[src/rtl/uart_pkg.sv]
// Shared UART definitions: frame width and the arbiter state encoding.
package uart_pkg;

   localparam int UART_DATA_W = 8;

   typedef enum logic [2:0] {
      IDLE,
      LOAD,
      START,
      SEND,
      WAIT_RELEASE
   } arb_state_t;

endpackage

[src/rtl/rr_pick.sv]
// Round-robin picker: first set bit of mask at or after ptr, wrapping.
// Latency: combinational.
// Backpressure: none; found=0 when mask is empty.
module rr_pick #(
   parameter  int NUM_REQ = 4,
   localparam int IW      = $clog2(NUM_REQ)
) (
   input  logic [NUM_REQ-1:0] mask,
   input  logic [IW-1:0]      ptr,
   output logic               found,
   output logic [IW-1:0]      idx
);

   // Scan from the farthest candidate back to ptr so the nearest hit wins.
   always_comb begin
      found = 1'b0;
      idx   = '0;
      for (int k = NUM_REQ - 1; k >= 0; k--) begin
         if (mask[(int'(ptr) + k) % NUM_REQ]) begin
            found = 1'b1;
            idx   = IW'((int'(ptr) + k) % NUM_REQ);
         end
      end
   end

endmodule

[src/rtl/uart_tx_arbiter.sv]
// Shares one uart_tx among NUM_REQ byte producers, round-robin with packet lock.
// Latency: req_valid -> req_ready 1 clk, -> tx_start 2 clk (when uart idle).
// Backpressure: one byte in flight; req_ready pulses only when the uart can take the next frame.
module uart_tx_arbiter
   import uart_pkg::*;
#(
   parameter int NUM_REQ      = 4,
   parameter int DATA_W       = UART_DATA_W,
   parameter int LOCK_TIMEOUT = 4096
) (
   input  logic                       clk,
   input  logic                       rst_n,
   input  logic [NUM_REQ-1:0]         req_valid,
   input  logic [NUM_REQ*DATA_W-1:0]  req_data,
   input  logic [NUM_REQ-1:0]         req_last,
   output logic [NUM_REQ-1:0]         req_ready,
   output logic [DATA_W-1:0]          tx_data,
   output logic                       tx_start,
   input  logic                       tx_busy,
   input  logic                       tx_done,
   output logic [$clog2(NUM_REQ)-1:0] grant_id,
   output logic                       lock_active
);

   localparam int IW = $clog2(NUM_REQ);
   localparam int CW = $clog2(LOCK_TIMEOUT + 1);

   arb_state_t          state;
   logic [IW-1:0]       rr_ptr;
   logic [CW-1:0]       idle_cnt;
   logic                last_q;
   logic [NUM_REQ-1:0]  pick_mask;
   logic                pick_found;
   logic [IW-1:0]       pick_idx;
   logic [IW-1:0]       next_ptr;

   // While locked only the owner may be picked; the picker then ignores rr_ptr.
   always_comb begin
      pick_mask = req_valid;
      if (lock_active) begin
         pick_mask = req_valid & (NUM_REQ'(1) << grant_id);
      end
   end

   assign next_ptr = (grant_id == IW'(NUM_REQ - 1)) ? '0 : grant_id + IW'(1);

   rr_pick #(
      .NUM_REQ (NUM_REQ)
   ) u_rr_pick (
      .mask  (pick_mask),
      .ptr   (rr_ptr),
      .found (pick_found),
      .idx   (pick_idx)
   );

   always_ff @(posedge clk or negedge rst_n) begin
      if (!rst_n) begin
         state       <= IDLE;
         rr_ptr      <= '0;
         idle_cnt    <= '0;
         last_q      <= 1'b0;
         tx_start    <= 1'b0;
         tx_data     <= '0;
         req_ready   <= '0;
         grant_id    <= '0;
         lock_active <= 1'b0;
      end else begin
         req_ready <= '0;
         case (state)
            IDLE: begin
               if (pick_found) begin
                  grant_id    <= pick_idx;
                  req_ready   <= NUM_REQ'(1) << pick_idx;
                  lock_active <= 1'b1;
                  idle_cnt    <= '0;
                  state       <= LOAD;
               end else if (lock_active) begin
                  if (idle_cnt == CW'(LOCK_TIMEOUT - 1)) begin
                     lock_active <= 1'b0;
                     rr_ptr      <= next_ptr;
                     idle_cnt    <= '0;
                  end else begin
                     idle_cnt <= idle_cnt + CW'(1);
                  end
               end
            end
            LOAD: begin
               // Capture only on the ready cycle: the producer may move on afterwards.
               if (req_ready != '0) begin
                  tx_data <= req_data[int'(grant_id)*DATA_W +: DATA_W];
                  last_q  <= req_last[grant_id];
               end
               if (!tx_busy) begin
                  tx_start <= 1'b1;
                  state    <= START;
               end
            end
            START: begin
               if (tx_busy) begin
                  tx_start <= 1'b0;
                  state    <= SEND;
               end
            end
            SEND: begin
               if (!tx_busy) begin
                  state <= WAIT_RELEASE;
               end
            end
            WAIT_RELEASE: begin
               if (last_q) begin
                  lock_active <= 1'b0;
                  rr_ptr      <= next_ptr;
                  state       <= IDLE;
               end else if (req_valid[grant_id]) begin
                  req_ready <= NUM_REQ'(1) << grant_id;
                  idle_cnt  <= '0;
                  state     <= LOAD;
               end else begin
                  state <= IDLE;
               end
            end
            default: state <= IDLE;
         endcase
      end
   end

   a_done_in_send: assert property (@(posedge clk) disable iff (!rst_n) tx_done |-> state == SEND);

endmodule

[config.mk]
export PLATFORM = sky130hd
export DESIGN_NAME = uart_tx_arbiter
export DESIGN_NICKNAME = d
export VERILOG_FILES = /design/src/rtl/uart_pkg.sv /design/src/rtl/rr_pick.sv /design/src/rtl/uart_tx_arbiter.sv
export SDC_FILE = /design/constraint.sdc
export NUM_CORES = 1
export LEC_CHECK = 0
export CAP_MARGIN = 20
export CORE_MARGIN = 4
export CORE_UTILIZATION = 39
export DETAILED_ROUTE_END_ITERATION = 16
export GPL_ROUTABILITY_DRIVEN = 1
export PLACE_DENSITY = 0.67
export RECOVER_POWER = 50
export SETUP_SLACK_MARGIN = 0.1
export SLEW_MARGIN = 20
export SYNTH_ARGS = -nofsm -noshare
export SYNTH_HDL_FRONTEND = slang
export SYNTH_SLANG_ARGS = --single-unit
[constraint.sdc]
create_clock -name clk -period 3.5 [get_ports clk]
set_input_delay 0.525 -clock clk [delete_from_list [all_inputs] [get_ports clk]]
set_output_delay 0.525 -clock clk [all_outputs]
set_load 0.005 [all_outputs]
==> run metrics <==
status=finished with violations; violated checks=capacitance limit, slew limit; Clock Latency Late Sink=0.28 ns; IO Count=60; leading area contributor after synthesis=dfrtp_1; critical path startpoint=grant_id[1]; # rows=26; Final GP Congestion=roughly 0.9; H-tree levels=2; CP peak stage delay=0.73 ns; Synth area leaders=dfrtp_1 41%, mux4_2 9.5%, mux2_2 6.3%, ha_1 2.9%, o21ai_0 2.8%; Worst Setup End Kind=flip-flop; area share of the largest cell type after synthesis=0.409; synth warn=0; P&R area growth vs syn=35.0%; first-pass GRT wire length=8790 um; gr ovfl total=0; cell chain of the critical path=inv_1 > ha_1 > nand2b_1 > a22oi_2 > and4_1 > nand2_1 > o311ai_1; DRC=0; routed len/inst=~16 um; crit path DAT=2.84 ns; ys async rst share=1.00; Longest Clk Path Bufs=2; total CTS buffers=5; Post-CTS Setup Inserts=0; area of the die=~0.0067 mm2; largest net degree at the start of global routing=36; fin util=0.556; worst r2r path cells=7; Buffers on Ports=58; Max IR drop VDD=approximately 0.35 mV; Post-Syn Area=0.00214 mm2; post-cts resize count=0; post-synthesis cell type count=just under 50; initial antenna violation count=0; final max-slew violation count=36; number of max-cap violations=1; min-delay src=tx_data[2]; Ant. Diodes=0; Final setup viols=0; Root Buffer=clkbuf_8; post-layout minimum cycle time=roughly 2.7 ns; antenna viol nets, final=0; dominant synthesized flop cell=dfrtp_1; DRT Pass-1 Iters=4; core area=approximately 0.0052 mm2; Worst Hold Margin=0.503 ns; Worst-path clk slew=about 0.070 ns; WP depth=7; setup TNS=0 ns; most frequent cells after synthesis=35 x dfrtp_1, 12 x mux2_2, 12 x nand2_1, 12 x o21ai_0; via count=between 1500 and 2000; vias in the first global route=around 1800; worst path bufs/invs=1; DIE HEIGHT=a little over 80 um; fillers=between 400 and 500; power density cells=roughly 640 mW/mm2; clock tree sinks=35; starting density of the core=0.412; sequential share of the synthesized area=0.409; Gate Count Post-Synth=202; Setup crit start kind=flip-flop; Overall Power=about 0.0019 W; Crit Reg-Reg Startpoint=grant_id[1]; fin nets=between 300 and 400; drt initial violations=~110; maximum clock frequency=376 MHz; Worst EP required=between 3 and 4 ns; CTS Hold Bufs=0; worst hold path type=flip-flop to flip-flop; Hold Path Cell Cnt=1; Tcrit/Tclk final=0.759; Worst Path Max Fanout=16; Syn Nets=251; syn_area_per_cell=roughly 11 um2; RSZ-0062 raised after global routing=no; Final Hold Viols=0; Crit Path Category=flip-flop to flip-flop; layout cells sized above 1=0.148; most frequent cell after synthesis=dfrtp_1; gr usage total=0.168; slew margin rel.=-0.299; Die X-Extent=just over 80 um; Post-DP HPWL=4030 um; flops & latches, synth=35; CTS tree=built; Crit path max-delay family=simple AND/OR/NAND/NOR gates; LEAKAGE=about 1.2 nW; number of synthesized flops with an enable pin=0; via/cell ratio=about 5.5; worst-margin pin slew=a little under 2 ns; CP max stage cell=dfrtp_1; Post-Route WL=5270 um; worst clock skew=0.0105 ns
-- flip-flops by register name (all words and copies together), names as in the netlist --
signal and flops:
lock_active 1, grant_id 2, state 3, last_q 1, req_ready 4, idle_cnt 13, tx_data 8, tx_start 1
rr_ptr 2
-- per-layer routing --
layer,vias up,track usage,share of wire
met2,33,0.290,0.51
met3,4,0.0228,0.029
li1,897,-,-
met5,-,0,0
met4,0,0.0349,0.0068
met1,911,0.225,0.45
-- final cells by class --
cell class	instances	area, um2	area share
multi-input cells	151	1200	0.417
flip-flops and latches	35	876	0.303
repair buffers	61	599	0.207
well taps	70	87.6	0.0303
clock buffers	6	82.6	0.0285
inverters	10	37.5	0.0130
clock inverters	1	5.00	0.00173
-- metrics by stage --
step,worst slack (ns),std cells,cell area (um2)
6_report,0.843,334,2890
5_1_grt,0.578,334,2890
4_1_cts,0.795,334,2900
3_5_place_dp,0.844,327,2810
3_3_place_gp,0.907,327,2810
2_1_floorplan,0.825,202,2140
-- power by group --
part	internal, W	leakage [nW]	total [W]	switching, W
clock network	0.000154	0.0470	0.000295	0.000141
logic	0.000479	0.653	0.000914	0.000435
registers	0.000519	0.457	0.000656	0.000137
total	0.00115	1.16	0.00186	0.000713
-- worst paths after layout --
| kind | slack (ns) | endpoint |
|---|---|---|
| max | 0.84 | idle_cnt[8] |
| min | 0.50 | tx_data[2] |
| max reg2reg | 0.84 | idle_cnt[8] |
| min reg2reg | 0.50 | tx_data[2] |
| max in group asynchronous | 1.06 | lock_active |
| min in group asynchronous | 1.31 | tx_data[4] |
-- cells in the final DEF, fill, tap and decap left out, drive strengths merged, types with 4 or more instances in the layout --
cell type      instances
a31oi                  6
nand3                  7
nand2                 12
a22o                   4
o21a                   5
mux2                  14
dlygate4sd3            7
dfrtp                 35
nand2b                 6
inv                   10
o21ai                 14
ha                     5
mux4                   9
clkdlybuf4s50         51
nor4                   5
nor2b                  4
clkbuf                 7
nor2                  11
a21oi                 11
-- logic make-up (layout without fill, tap and decap cells) --
| kind of cell | after synthesis | after routing | share of synthesized area |
|---|---|---|---|
| xor gates and xnor gates | 1 | 1 | 0.00409 |
| buffers and inverters | 16 | 78 | 0.0286 |
| DFF | 35 | 35 | 0.409 |
| muxes | 24 | 24 | 0.173 |
| AOI/OAI and AO/OA | 57 | 57 | 0.180 |
| and+or+nand+nor | 64 | 64 | 0.176 |
| adders and majority gates | 5 | 5 | 0.0292 |
No activity file was read; power rests on OpenSTA's default activity.
